`config.mk`:
```
export PLATFORM = sky130hd
export DESIGN_NAME = mem_port_arbiter
export DESIGN_NICKNAME = d
export VERILOG_FILES = /design/src/rtl/mem_port_arbiter.sv
export SDC_FILE = /design/constraint.sdc
export NUM_CORES = 1
export LEC_CHECK = 0
export ABC_AREA = 1
export CORE_AREA = 2 2 141 102
export DETAILED_ROUTE_END_ITERATION = 16
export DIE_AREA = 0 0 143 104
export PLACE_DENSITY = 0.8
export SETUP_SLACK_MARGIN = 0.2
export SLEW_MARGIN = 20
export SYNTH_ARGS = -nofsm -noshare
export SYNTH_HDL_FRONTEND = slang
export SYNTH_SLANG_ARGS = --single-unit
```
`constraint.sdc`:
```
create_clock -name clk -period 1.6 [get_ports clk]
set_input_delay 0.4 -clock clk [delete_from_list [all_inputs] [get_ports clk]]
set_output_delay 0.4 -clock clk [all_outputs]
set_load 0.01 [all_outputs]
```
`src/rtl/mem_port_arbiter.sv`:
```
// mem_port_arbiter
// Shares one single-ported unified instruction/data memory between the
// instruction-fetch path and the load/store path. One requester is granted
// at a time. The memory sees a word-aligned address, byte-lane enables and
// lane-replicated store data. Read data (or a write acknowledge) returns
// MEM_LAT cycles after the memory strobe.
//
// Optional feature: define ARB_ROUND_ROBIN_EN to alternate between the
// requesters on simultaneous requests. Without it, data has fixed priority
// over fetch.
//
// Ports
//   clk, reset                : clock, synchronous active-high reset
//   if_req/if_addr            : fetch request (always a word read)
//   if_gnt/if_rvalid/if_rdata : fetch grant, response pulse, fetched word
//   d_req/d_addr/d_we/d_wdata : data request (d_we: 00 rd, 01 word, 10 half, 11 byte)
//   d_gnt/d_rvalid/d_rdata    : data grant, response pulse, read word (0 for writes)
//   d_err                     : misaligned-access flag, pulses with d_rvalid
//   mem_en/mem_we/mem_be      : memory strobe, write strobe, byte enables
//   mem_addr/mem_wdata        : word-aligned address, replicated write data
//   mem_rdata                 : memory read data
module mem_port_arbiter #(
    parameter int MEM_LAT = 2
) (
    input  logic        clk,
    input  logic        reset,
    input  logic        if_req,
    input  logic [31:0] if_addr,
    output logic        if_gnt,
    output logic        if_rvalid,
    output logic [31:0] if_rdata,
    input  logic        d_req,
    input  logic [31:0] d_addr,
    input  logic [1:0]  d_we,
    input  logic [31:0] d_wdata,
    output logic        d_gnt,
    output logic        d_rvalid,
    output logic [31:0] d_rdata,
    output logic        d_err,
    output logic        mem_en,
    output logic        mem_we,
    output logic [3:0]  mem_be,
    output logic [31:0] mem_addr,
    output logic [31:0] mem_wdata,
    input  logic [31:0] mem_rdata
);

    localparam logic [1:0] S_IDLE  = 2'd0;
    localparam logic [1:0] S_ISSUE = 2'd1;
    localparam logic [1:0] S_WAIT  = 2'd2;
    localparam logic [1:0] S_RESP  = 2'd3;

    logic [1:0] state_r;
    logic [3:0] cnt_r;
    logic       owner_d_r;
    logic       err_r;
    logic       wr_r;

    // Byte-lane enables for a data access.
    function automatic logic [3:0] calc_be(input logic [1:0] we, input logic [1:0] a);
        case (we)
            2'b10:   calc_be = 4'b0011 << {a[1], 1'b0};
            2'b11:   calc_be = 4'b0001 << a;
            default: calc_be = 4'b1111;
        endcase
    endfunction

    // Store data replicated across the lanes; reads drive zero.
    function automatic logic [31:0] calc_wdata(input logic [1:0] we, input logic [31:0] wd);
        case (we)
            2'b01:   calc_wdata = wd;
            2'b10:   calc_wdata = {2{wd[15:0]}};
            2'b11:   calc_wdata = {4{wd[7:0]}};
            default: calc_wdata = 32'h0000_0000;
        endcase
    endfunction

    // Word accesses need addr[1:0]==0, half writes need addr[0]==0.
    function automatic logic calc_misaligned(input logic [1:0] we, input logic [1:0] a);
        case (we)
            2'b00,
            2'b01:   calc_misaligned = (a != 2'b00);
            2'b10:   calc_misaligned = a[0];
            default: calc_misaligned = 1'b0;
        endcase
    endfunction

`ifdef ARB_ROUND_ROBIN_EN
    logic last_d_r;  // 1: data was granted last, 0: fetch

    // Remember the last owner so simultaneous requests alternate.
    always_ff @(posedge clk) begin
        if (reset) begin
            last_d_r <= 1'b0;
        end else if (d_gnt) begin
            last_d_r <= 1'b1;
        end else if (if_gnt) begin
            last_d_r <= 1'b0;
        end else begin
            last_d_r <= last_d_r;
        end
    end
`endif

    // Combinational grant: only in IDLE, only outside reset, at most one.
    always_comb begin
        if_gnt = 1'b0;
        d_gnt  = 1'b0;
        if (!reset && (state_r == S_IDLE)) begin
`ifdef ARB_ROUND_ROBIN_EN
            if (d_req && if_req) begin
                d_gnt  = !last_d_r;
                if_gnt = last_d_r;
            end else begin
                d_gnt  = d_req;
                if_gnt = if_req;
            end
`else
            d_gnt  = d_req;
            if_gnt = if_req && !d_req;
`endif
        end else begin
            if_gnt = 1'b0;
            d_gnt  = 1'b0;
        end
    end

    // Access sequencer: grant capture, memory strobe, latency count, response.
    always_ff @(posedge clk) begin
        if (reset) begin
            state_r   <= S_IDLE;
            cnt_r     <= 4'd0;
            owner_d_r <= 1'b0;
            err_r     <= 1'b0;
            wr_r      <= 1'b0;
            if_rvalid <= 1'b0;
            if_rdata  <= 32'h0000_0000;
            d_rvalid  <= 1'b0;
            d_rdata   <= 32'h0000_0000;
            d_err     <= 1'b0;
            mem_en    <= 1'b0;
            mem_we    <= 1'b0;
            mem_be    <= 4'b0000;
            mem_addr  <= 32'h0000_0000;
            mem_wdata <= 32'h0000_0000;
        end else begin
            // Memory-side outputs and response pulses last exactly one cycle.
            mem_en    <= 1'b0;
            mem_we    <= 1'b0;
            mem_be    <= 4'b0000;
            mem_addr  <= 32'h0000_0000;
            mem_wdata <= 32'h0000_0000;
            if_rvalid <= 1'b0;
            d_rvalid  <= 1'b0;
            d_err     <= 1'b0;
            case (state_r)
                S_IDLE: begin
                    if (d_gnt) begin
                        state_r   <= S_ISSUE;
                        owner_d_r <= 1'b1;
                        err_r     <= calc_misaligned(d_we, d_addr[1:0]);
                        wr_r      <= (d_we != 2'b00);
                        mem_en    <= 1'b1;
                        mem_we    <= (d_we != 2'b00);
                        mem_be    <= calc_be(d_we, d_addr[1:0]);
                        mem_addr  <= d_addr & 32'hFFFF_FFFC;
                        mem_wdata <= calc_wdata(d_we, d_wdata);
                    end else if (if_gnt) begin
                        state_r   <= S_ISSUE;
                        owner_d_r <= 1'b0;
                        err_r     <= 1'b0;
                        wr_r      <= 1'b0;
                        mem_en    <= 1'b1;
                        mem_we    <= 1'b0;
                        mem_be    <= 4'b1111;
                        mem_addr  <= if_addr & 32'hFFFF_FFFC;
                        mem_wdata <= 32'h0000_0000;
                    end else begin
                        state_r <= S_IDLE;
                    end
                end
                S_ISSUE: begin
                    state_r <= S_WAIT;
                    cnt_r   <= 4'(MEM_LAT - 1);
                end
                S_WAIT: begin
                    // Last WAIT cycle: memory data is valid, capture it for the owner.
                    if (cnt_r == 4'd0) begin
                        state_r <= S_RESP;
                        if (owner_d_r) begin
                            d_rvalid <= 1'b1;
                            d_err    <= err_r;
                            d_rdata  <= wr_r ? 32'h0000_0000 : mem_rdata;
                        end else begin
                            if_rvalid <= 1'b1;
                            if_rdata  <= mem_rdata;
                        end
                    end else begin
                        cnt_r <= cnt_r - 4'd1;
                    end
                end
                S_RESP: begin
                    state_r <= S_IDLE;
                end
                default: begin
                    state_r <= S_IDLE;
                end
            endcase
        end
    end

endmodule

```
Word-level counts from Yosys, hierarchy flattened
Cells that the tools add are included.
{"block": "totals", "inputBits": 134, "ff_bits": 146, "output_inout_bits": 139, "word_cells": 77}
{"block": "op_classes", "shifts": 2, "bitwise": 5, "n_mux": 24, "addsub": 1, "reduce_logical": 21, "eq_ne": 8}
{"cell": "2-to-1 mux 32 bit", "count": 3}
{"cell": "one-hot mux 32 bit (3 select lines)", "count": 1}
{"cell": "one-hot mux 4 bit (2 select lines)", "count": 2}
{"cell": "2-to-1 mux 1 bit", "count": 12}
{"cell": "2-to-1 mux 4 bit", "count": 3}
{"cell": "OR reduction 3 bit", "count": 3}
{"cell": "equality test 2 bit, second input constant", "count": 4}
{"cell": "one-hot mux 2 bit (4 select lines)", "count": 1}
{"cell": "nonzero test 2 bit", "count": 4}
{"cell": "AND reduction 3 bit", "count": 2}
{"cell": "NOT 1 bit", "count": 5}
{"cell": "equality test 2 x 1 -> 1 bit, second input constant", "count": 2}
{"cell": "zero test 2 bit", "count": 2}
{"cell": "zero test 4 bit", "count": 1}
{"cell": "inequality test 2 bit, second input constant", "count": 2}
{"cell": "AND reduction 2 bit", "count": 2}
{"cell": "OR reduction 2 bit", "count": 2}
{"cell": "OR reduction 4 bit", "count": 1}
{"cell": "<< shifter 1 x 2 -> 4 bit, first input constant", "count": 1}
{"cell": "<< shifter 2 x 2 -> 4 bit, first input constant", "count": 1}
{"cell": "subtractor 4 x 1 -> 4 bit, second input constant", "count": 1}
{"cell": "logical AND 1 bit", "count": 2}
{"cell": "zero test 1 bit", "count": 2}
{"cell": "2-to-1 mux 2 bit", "count": 1}
{"cell": "one-hot mux 1 bit (2 select lines)", "count": 1}

Depth between registers and ports, before layout
Gate-level depths: netlist of the first run.
{"block": "logic_depth", "word_depth": 6, "ltp_mapped": 8}

Worst setup path after synthesis of the first run
No wires, ideal clock.
{"block": "synth_path", "kind": "input -> output", "from": "input port reset", "to": "output port d_gnt", "path_stages": 5, "setup_slack_ns": 0.183, "n_path_buf": 2, "arrival_time_ns": 1.017, "cell_sequence": "buf_2 -> inv_4 -> nand2_4 -> nor2_4 -> buf_2"}
{"block": "synth_via", "elab_chain_len": 3}
{"item": "start: declaration", "line": "26", "source": "input logic reset,"}
{"item": "zero test 1 bit", "line": "109", "source": "if (!reset && (state_r == S_IDLE)) begin"}
{"item": "logical AND 1 bit", "line": "109"}
{"item": "2-to-1 mux 1 bit", "line": "109"}
{"item": "end: declaration", "line": "36", "source": "output logic d_gnt,"}
Every way passes these cells.

Worst setup path in the final report of the first run
{"block": "layout_path", "from": "register state_r[0]", "to": "output port d_gnt"}
{"block": "layout_via", "elab_chain_len": 3}
{"item": "start: declaration", "line": "53", "source": "logic [1:0] state_r;"}
{"item": "start signal: assignment", "line": "131", "source": "state_r <= S_IDLE;"}
{"item": "start signal: assignment", "line": "159", "source": "state_r <= S_ISSUE;"}
{"item": "start signal: assignment", "line": "169", "source": "state_r <= S_ISSUE;"}
{"item": "zero test 2 bit", "line": "109"}
{"item": "logical AND 1 bit", "line": "109"}
{"item": "2-to-1 mux 1 bit", "line": "109"}
Every way passes these cells.

==> results of run 1 <==
-- cell usage in the layout, fill, tap and decap left out, types with 2 or more instances in the layout --
cell type,netlist,routed
dfxtp_2,0,14
dlygate4sd2_1,0,4
nand2_1,178,140
nand4_4,1,2
dfxtp_1,144,130
o21ai_0,20,10
ha_1,5,2
nand2_2,1,11
nor2_4,3,5
o21ai_2,21,31
ha_4,0,3
a22o_1,30,30
inv_1,51,46
bufinv_16,0,2
buf_6,4,7
inv_4,1,2
clkinvlp_4,0,2
clkbuf_8,0,2
a21oi_2,0,28
nand2_4,1,28
nor2_1,19,17
buf_4,9,24
inv_2,3,6
clkinv_2,0,3
clkdlybuf4s15_1,0,40
clkdlybuf4s50_1,0,129
clkbuf_16,0,22
clkbuf_1,9,2
buf_2,14,30
nand3_1,45,44
a21oi_1,51,22
buf_12,0,7
o21ai_1,9,7
clkdlybuf4s15_2,0,15
clkinv_4,0,3
clkbuf_2,0,48
inv_6,0,3
o21ai_4,0,2
conb_1,1,2
-- critical path: cells and delay by family, from the launching register on --
kind,cells,cell delay (ns)
buffers and inverters,2,0.19
AND/OR/NAND/NOR,2,0.22
adder cells (fa/ha/maj),1,0.15
flip-flops,1,0.32
-- sequential cells by signal, indices dropped and copies added (netlist names) --
name / cells
d_rdata: 32
mem_we: 1
d_err: 1
cnt_r: 4
d_rvalid: 1
mem_wdata: 32
owner_d_r: 1
mem_en: 1
mem_addr: 30
if_rvalid: 1
mem_be: 4
if_rdata: 32
err_r: 1
wr_r: 1
state_r: 2
-- what timing repair did --
action / CTS / global route
pin swaps: 7 / 28
setup buffers: 5 / 2
endpoints found under the setup margin: 269 / 216
gates cloned: 1 / 5
hold endpoints to repair: 0 / 0
gates resized for setup: 330 / 237
-- stage by stage --
step / instance area [sq um] / hold slack, ns / worst slack, ns / util / setup TNS (ns)
CTS: 9040 / 0.461 / -0.0943 / 0.667 / -0.102
global route: 9280 / 0.483 / -0.136 / 0.685 / -0.526
detailed placement: 8310 / 0.456 / -0.484 / 0.613 / -18.31
floorplan: 5320 / 0.408 / 0.210 / - / 0
finish: 9280 / 0.466 / -0.0871 / 0.685 / -0.104
global placement: 8310 / 0.444 / -0.476 / 0.613 / -17.51
-- cells by family after synthesis --
kind of cell / synth area share
other: 0.000706
buffers and inverters: 0.0822
adder cells (fa/ha/maj): 0.0118
AO/OA/AOI/OAI: 0.161
flip-flops: 0.542
AND/OR/NAND/NOR: 0.202
-- power groups by stage --
stage	clock (mW)	sequential (mW)	combinational, mW
2_1_floorplan	0	4.62	1.37
3_3_place_gp	0	4.39	3.36
3_5_place_dp	0	4.40	3.42
4_1_cts	3.96	4.34	3.50
5_1_grt	4.12	4.40	4.38
6_report	3.90	4.35	4.10
-- layer usage --
layer	up-vias	GRT usage	wire length, um
li1	2634	-	-
met1	2515	0.267	7520
met2	199	0.378	8970
met3	29	0.0737	1500
met4	0	0.0615	316
met5	-	0	0
-- area by class of cell --
type	count	area, sq um	area share
repair buffers	311	2850	0.307
flip-flops and latches	144	2900	0.312
well taps	190	238	0.0256
multi-input cells	392	2490	0.269
inverters	55	216	0.0233
clock inverters	12	134	0.0144
clock buffers	20	447	0.0481
-- worst min-delay path by stage --
stage,slack [ns],cells past startpoint,start,end
finish,0.47,2,if_rdata[11]$_SDFFE_PP0P_,if_rdata[11]$_SDFFE_PP0P_
global route,0.48,2,if_rdata[11]$_SDFFE_PP0P_,if_rdata[11]$_SDFFE_PP0P_
CTS,0.46,2,err_r$_SDFFE_PP0P_,d_err$_SDFF_PP0_
detailed placement,0.46,2,err_r$_SDFFE_PP0P_,d_err$_SDFF_PP0_
global placement,0.44,2,err_r$_SDFFE_PP0P_,d_err$_SDFF_PP0_
floorplan,0.41,2,err_r$_SDFFE_PP0P_,d_err$_SDFF_PP0_
==> qor.csv, run 1 <==
stage,metric,value,unit
pwr,Clock Power Share,0.316,
synthesis,post-synthesis async set-or-reset flop share,0,
worst_setup_path,reg2reg start,state_r[0]$_SDFFE_PP0P_,
worst_setup_path,end of the critical path,d_gnt,
synthesis,Syn Inst Count,629,
die,row count,36,
global_route,GRT Resource Usage Total,0.222,
sta,Slew HR,0.579,
pwr,Power Total,12.3,mW
sta,Slew @ Worst Pin,0.632,ns
die,Die Area,0.0149,sq mm
clock_network,CTS buffer count,17,
worst_setup_path,Worst R2R Path Depth,7,
sta,RSZ-0062 raised after global routing,yes,
synthesis,Post-Syn Area,0.00531,sq mm
global_route,initial antenna violation count,0,
sta,Final period util,1.05,
clock_network,CTS Hold Bufs,0,
clock_network,clk sink count,144,
placed_design,IO buf count,268,
worst_setup_path,"Largest stage delay, worst path",0.32,ns
worst_setup_path,Reg2Reg Capture Point,wr_r$_SDFFE_PP0P_,
pwr,Pint,8.40,mW
global_route,first-pass GRT wire length,26200,um
pwr,sequential power share,0.352,
sta,max frequency,0.593,GHz
sta,final hold vios,0,
worst_setup_path,Critical Path End Type,output port,
final_layout,fraction of layout cells with a size suffix above 1,0.328,
synthesis,Synth area leaders,"dfxtp_1, nand2_1, a22o_1",
pwr,Switching Fraction,0.320,
placed_design,DP Cell Count,1079,
final_layout,ANT cells,0,
routing,vias post-DR,5377,
pwr,Pwr Density,1330,mW/mm^2
sta,Max Slew Vio Count,0,
routing,DR DRC count,0,
synthesis,Yosys reg bits,144,
synthesis,"EDFF count, synth",0,
worst_setup_path,critical-path cell list,"inv_2, ha_4, nand2_4, nor2_4, buf_6",
global_route,largest net degree at the start of global routing,50,
clock_network,Root Buffer,clkbuf_16,
synthesis,Synth cell types,29,
clock_network,worst skew pair latency,0.41,ns
final_layout,fill cell count,1063,
routing,DR WL/cell,16.3,um
sta,Fin Clk Skew,0.0124,ns
global_route,grt total ovfl,0,
placed_design,hpwl dp,12100,um
hold_path,HP Class,reg2reg,
sta,Setup WS post-layout,-0.0871,ns
routing,Initial DRT Pass Iterations,5,
flow_run,Max Cap Violations,0,
run_status,failing checks,setup timing,
worst_setup_path,Critical Path Start,state_r[0]$_SDFFE_PP0P_,
pwr,sw power,3.95,mW
pwr,Peak VDD IR,0.835,mV
worst_setup_path,CP max FO,2,
final_layout,number of nets in the layout,1060,
synthesis,post-synth top area share,0.543,
die,chip height,104,um
worst_setup_path,CP max-delay cell,dfxtp_2,
worst_setup_path,critical path class,reg2out,
synthesis,Most used DFF post-synth,dfxtp_1,
worst_setup_path,CP Data Required Time,1.20,ns
final_layout,Layout Cells excl Fill,1124,
global_route,vias in the first global route,5060,
synthesis,synthesis warning total,0,
routing,Post-Route WL,18300,um
die,I/O pin count,273,
synthesis,most common cell in the netlist,nand2_1,
run_status,status,finished with violations,
pwr,Logic pwr share,0.332,
clock_network,CTS tree,built,
worst_setup_path,R2R setup slack,0.03,ns
synthesis,post-synth top area cell,dfxtp_1,
placed_design,GPL Wtd Cong,0.826,
worst_setup_path,WP data arrival,1.29,ns
clock_network,H-tree levels,4,
clock_network,clk slew on worst S/H paths,0.07,ns
final_layout,Syn-to-layout area delta,74.7,%
routing,ANT nets after route,0,
synthesis,commonest cells in the netlist,"nand2_1, dfxtp_1, a21oi_1, inv_1, nand3_1",
die,initial core utilization,0.392,
die,Horiz. Die Dim,143,um
routing,Initial DRC Count,280,
clock_network,clock buffer depth,2,
sta,Final min period,1.69,ns
synthesis,post-synthesis sequential area ratio,0.543,
worst_setup_path,startpoint types,flip-flop,
die,Core ar.,0.0136,sq mm
synthesis,mean post-synth cell area,8.45,sq um
pwr,Leak,4.25,nW
routing,Vias/cell,4.78,
sta,final setup violation count,2,
Power figures use the tool's default switching activity.
==> run 2, diff against run 1 <==
CTS_BUF_LIST = sky130_fd_sc_hd__clkbuf_16   (was default)
==> qor.csv, run 2 (synthesized netlist as in run 1, its figures left out) <==
stage,metric,value,unit,change
final_layout,number of nets in the layout,1060,,unchanged
final_layout,"Design Area, Final",0.00927,sq mm,was 0.00928 sq mm
final_layout,ANT cells,0,,unchanged
routing,Initial DRC Count,264,,was 280
placed_design,DP Cell Count,1079,,unchanged
routing,Post-Route WL,18300,um,about the same
final_layout,most frequent cells in the layout,"nand2_1, dfxtp_1, clkdlybuf4s50_1",,unchanged
final_layout,"most common cell after layout, fill and taps aside",nand2_1,,unchanged
pwr,Leak,4.25,nW,about the same
die,Horiz. Die Dim,143,um,unchanged
die,initial core utilization,0.392,,unchanged
clock_network,Root Buffer,clkbuf_16,,unchanged
hold_path,HP Class,reg2reg,,unchanged
worst_setup_path,WP data arrival,1.28,ns,was 1.29 ns
pwr,Switching Fraction,0.321,,was 0.320
routing,ANT nets after route,0,,unchanged
routing,Vias/cell,4.82,,was 4.78
worst_setup_path,reg2reg start,state_r[0]$_SDFFE_PP0P_,,unchanged
sta,Fin Clk Skew,0.0124,ns,about the same
final_layout,Layout Cells excl Fill,1124,,unchanged
placed_design,GPL Wtd Cong,0.826,,unchanged
die,Core ar.,0.0136,sq mm,unchanged
placed_design,Place WS,-0.484,ns,unchanged
sta,Final period util,1.05,,about the same
global_route,grt total ovfl,0,,unchanged
global_route,GRT Resource Usage Total,0.222,,about the same
global_route,first-pass GRT wire length,26200,um,about the same
clock_network,worst skew pair latency,0.41,ns,about the same
clock_network,CTS tree,built,,unchanged
hold_path,Hold Path Depth,2,,unchanged
placed_design,hpwl dp,12100,um,unchanged
global_route,initial antenna violation count,0,,unchanged
sta,Slew HR,0.581,,was 0.579
sta,final hold vios,0,,unchanged
hold_path,Hold EP,if_rdata[11]$_SDFFE_PP0P_,,unchanged
pwr,Pwr Density,1330,mW/mm^2,about the same
clock_network,clk slew on worst S/H paths,0.06,ns,was 0.07 ns
sta,Slew @ Worst Pin,0.628,ns,was 0.632 ns
pwr,Pint,8.34,mW,was 8.40 mW
routing,vias post-DR,5418,,"was 5,377"
clock_network,H-tree levels,4,,unchanged
final_layout,Largest regs,"d_rdata x32, if_rdata x32, mem_wdata x32",,unchanged
die,row count,36,,unchanged
run_status,failing checks,setup timing,,unchanged
final_layout,fraction of layout cells with a size suffix above 1,0.327,,was 0.328
worst_setup_path,Worst R2R Path Depth,7,,unchanged
die,chip height,104,um,unchanged
worst_setup_path,CP Data Required Time,1.20,ns,about the same
clock_network,CTS buffer count,17,,unchanged
sta,final setup violation count,2,,unchanged
worst_setup_path,startpoint types,flip-flop,,unchanged
worst_setup_path,Critical Path End Type,output port,,unchanged
pwr,sequential power share,0.354,,was 0.352
pwr,Logic pwr share,0.334,,was 0.332
worst_setup_path,CP max FO,2,,unchanged
routing,Initial DRT Pass Iterations,4,,was 5
pwr,Peak VDD IR,0.837,mV,was 0.835 mV
worst_setup_path,critical path class,reg2out,,unchanged
placed_design,Placed Area,0.00831,sq mm,unchanged
die,I/O pin count,273,,unchanged
flow_run,Max Cap Violations,0,,unchanged
sta,Max Slew Vio Count,0,,unchanged
placed_design,IO buf count,268,,unchanged
routing,DR WL/cell,16.3,um,about the same
final_layout,Syn-to-layout area delta,74.4,%,was 74.7%
clock_network,clock buffer depth,2,,unchanged
die,Die Area,0.0149,sq mm,unchanged
pwr,sw power,3.95,mW,about the same
global_route,largest net degree at the start of global routing,50,,unchanged
final_layout,final core occ,0.683,,was 0.685
global_route,vias in the first global route,5063,,"was 5,060"
sta,Final min period,1.68,ns,was 1.69 ns
run_status,status,finished with violations,,unchanged
clock_network,clk sink count,144,,unchanged
hold_path,Hold Path Origin,if_rdata[11]$_SDFFE_PP0P_,,unchanged
worst_setup_path,Reg2Reg Capture Point,wr_r$_SDFFE_PP0P_,,unchanged
pwr,Clock Power Share,0.312,,was 0.316
worst_setup_path,R2R setup slack,0.04,ns,was 0.03 ns
routing,DR DRC count,0,,unchanged
sta,max frequency,0.595,GHz,was 0.593 GHz
sta,Setup WS post-layout,-0.0820,ns,was -0.0871 ns
sta,Fin Setup TNS,-0.0973,ns,was -0.104 ns
sta,RSZ-0062 raised after global routing,yes,,unchanged
==> run 2: changes by cell type in the layout (fill, tap and decap cells not counted), sizes merged <==
| cell | delta |
|---|---|
| clkbuf | -2 |
| clkdlybuf4s15 | -1 |
| clkinv | +1 |
| inv | +2 |
==> run 2: layout make-up <==
class,count,area [sq um]
Tap cell,190,238
Inverter,55,216
Fill cell,1063,4290
Clock buffer,17,425
Clock inverter,15,145
Sequential cell,144,2900
Timing Repair Buffer,311,2850
Multi-Input combinational cell,392,2490
==> run 2: power by group through the flow <==
| stage | Sequential [mW] | Clock (mW) | Combinational [mW] |
|---|---|---|---|
| 2_1_floorplan | 4.62 | 0 | 1.37 |
| 3_3_place_gp | 4.39 | 0 | 3.36 |
| 3_5_place_dp | 4.40 | 0 | 3.42 |
| 4_1_cts | 4.34 | 3.90 | 3.50 |
| 5_1_grt | 4.40 | 4.06 | 4.38 |
| 6_report | 4.35 | 3.84 | 4.10 |
==> run 2: how the worst max path moves through the flow <==
stage / from / endpoint / slack (ns) / cells past startpoint
finish: state_r[0]$_SDFFE_PP0P_ / d_gnt / -0.08 / 5
global route: state_r[0]$_SDFFE_PP0P_ / d_gnt / -0.14 / 5
CTS: state_r[1]$_SDFFE_PP0P_ / d_gnt / -0.09 / 5
detailed placement: d_req / wr_r$_SDFFE_PP0P_ / -0.48 / 6
global placement: d_req / if_gnt / -0.48 / 5
floorplan: reset / if_gnt / 0.21 / 5
==> run 2: what timing repair did <==
item	4_1_cts	5_1_grt
resized for setup	329	238
pin swaps	7	28
endpoints found under the setup margin	269	217
gates cloned	1	5
setup buffers	5	2
hold buffers	0	0
==> run 2: worst max-delay path, cell delays in order (launching register included) <==
cell	delay [ns]
dfxtp_2	0.32
inv_2	0.07
ha_4	0.15
nand2_4	0.07
nor2_4	0.14
buf_6	0.12
==> run 2: stage by stage <==
| step | power [mW] | hold slack, ns |
|---|---|---|
| floorplan | 6.00 | 0.408 |
| global placement | 7.75 | 0.444 |
| detailed placement | 7.82 | 0.456 |
| CTS | 11.7 | 0.461 |
| global route | 12.8 | 0.483 |
| finish | 12.3 | 0.466 |
==> run 2: metal layers <==
metal	wire, um	vias up	global-route usage
met5	0	-	0
met4	311	0	0.0615
li1	-	2631	-
met1	7340	2539	0.267
met2	9030	221	0.378
met3	1600	27	0.0737
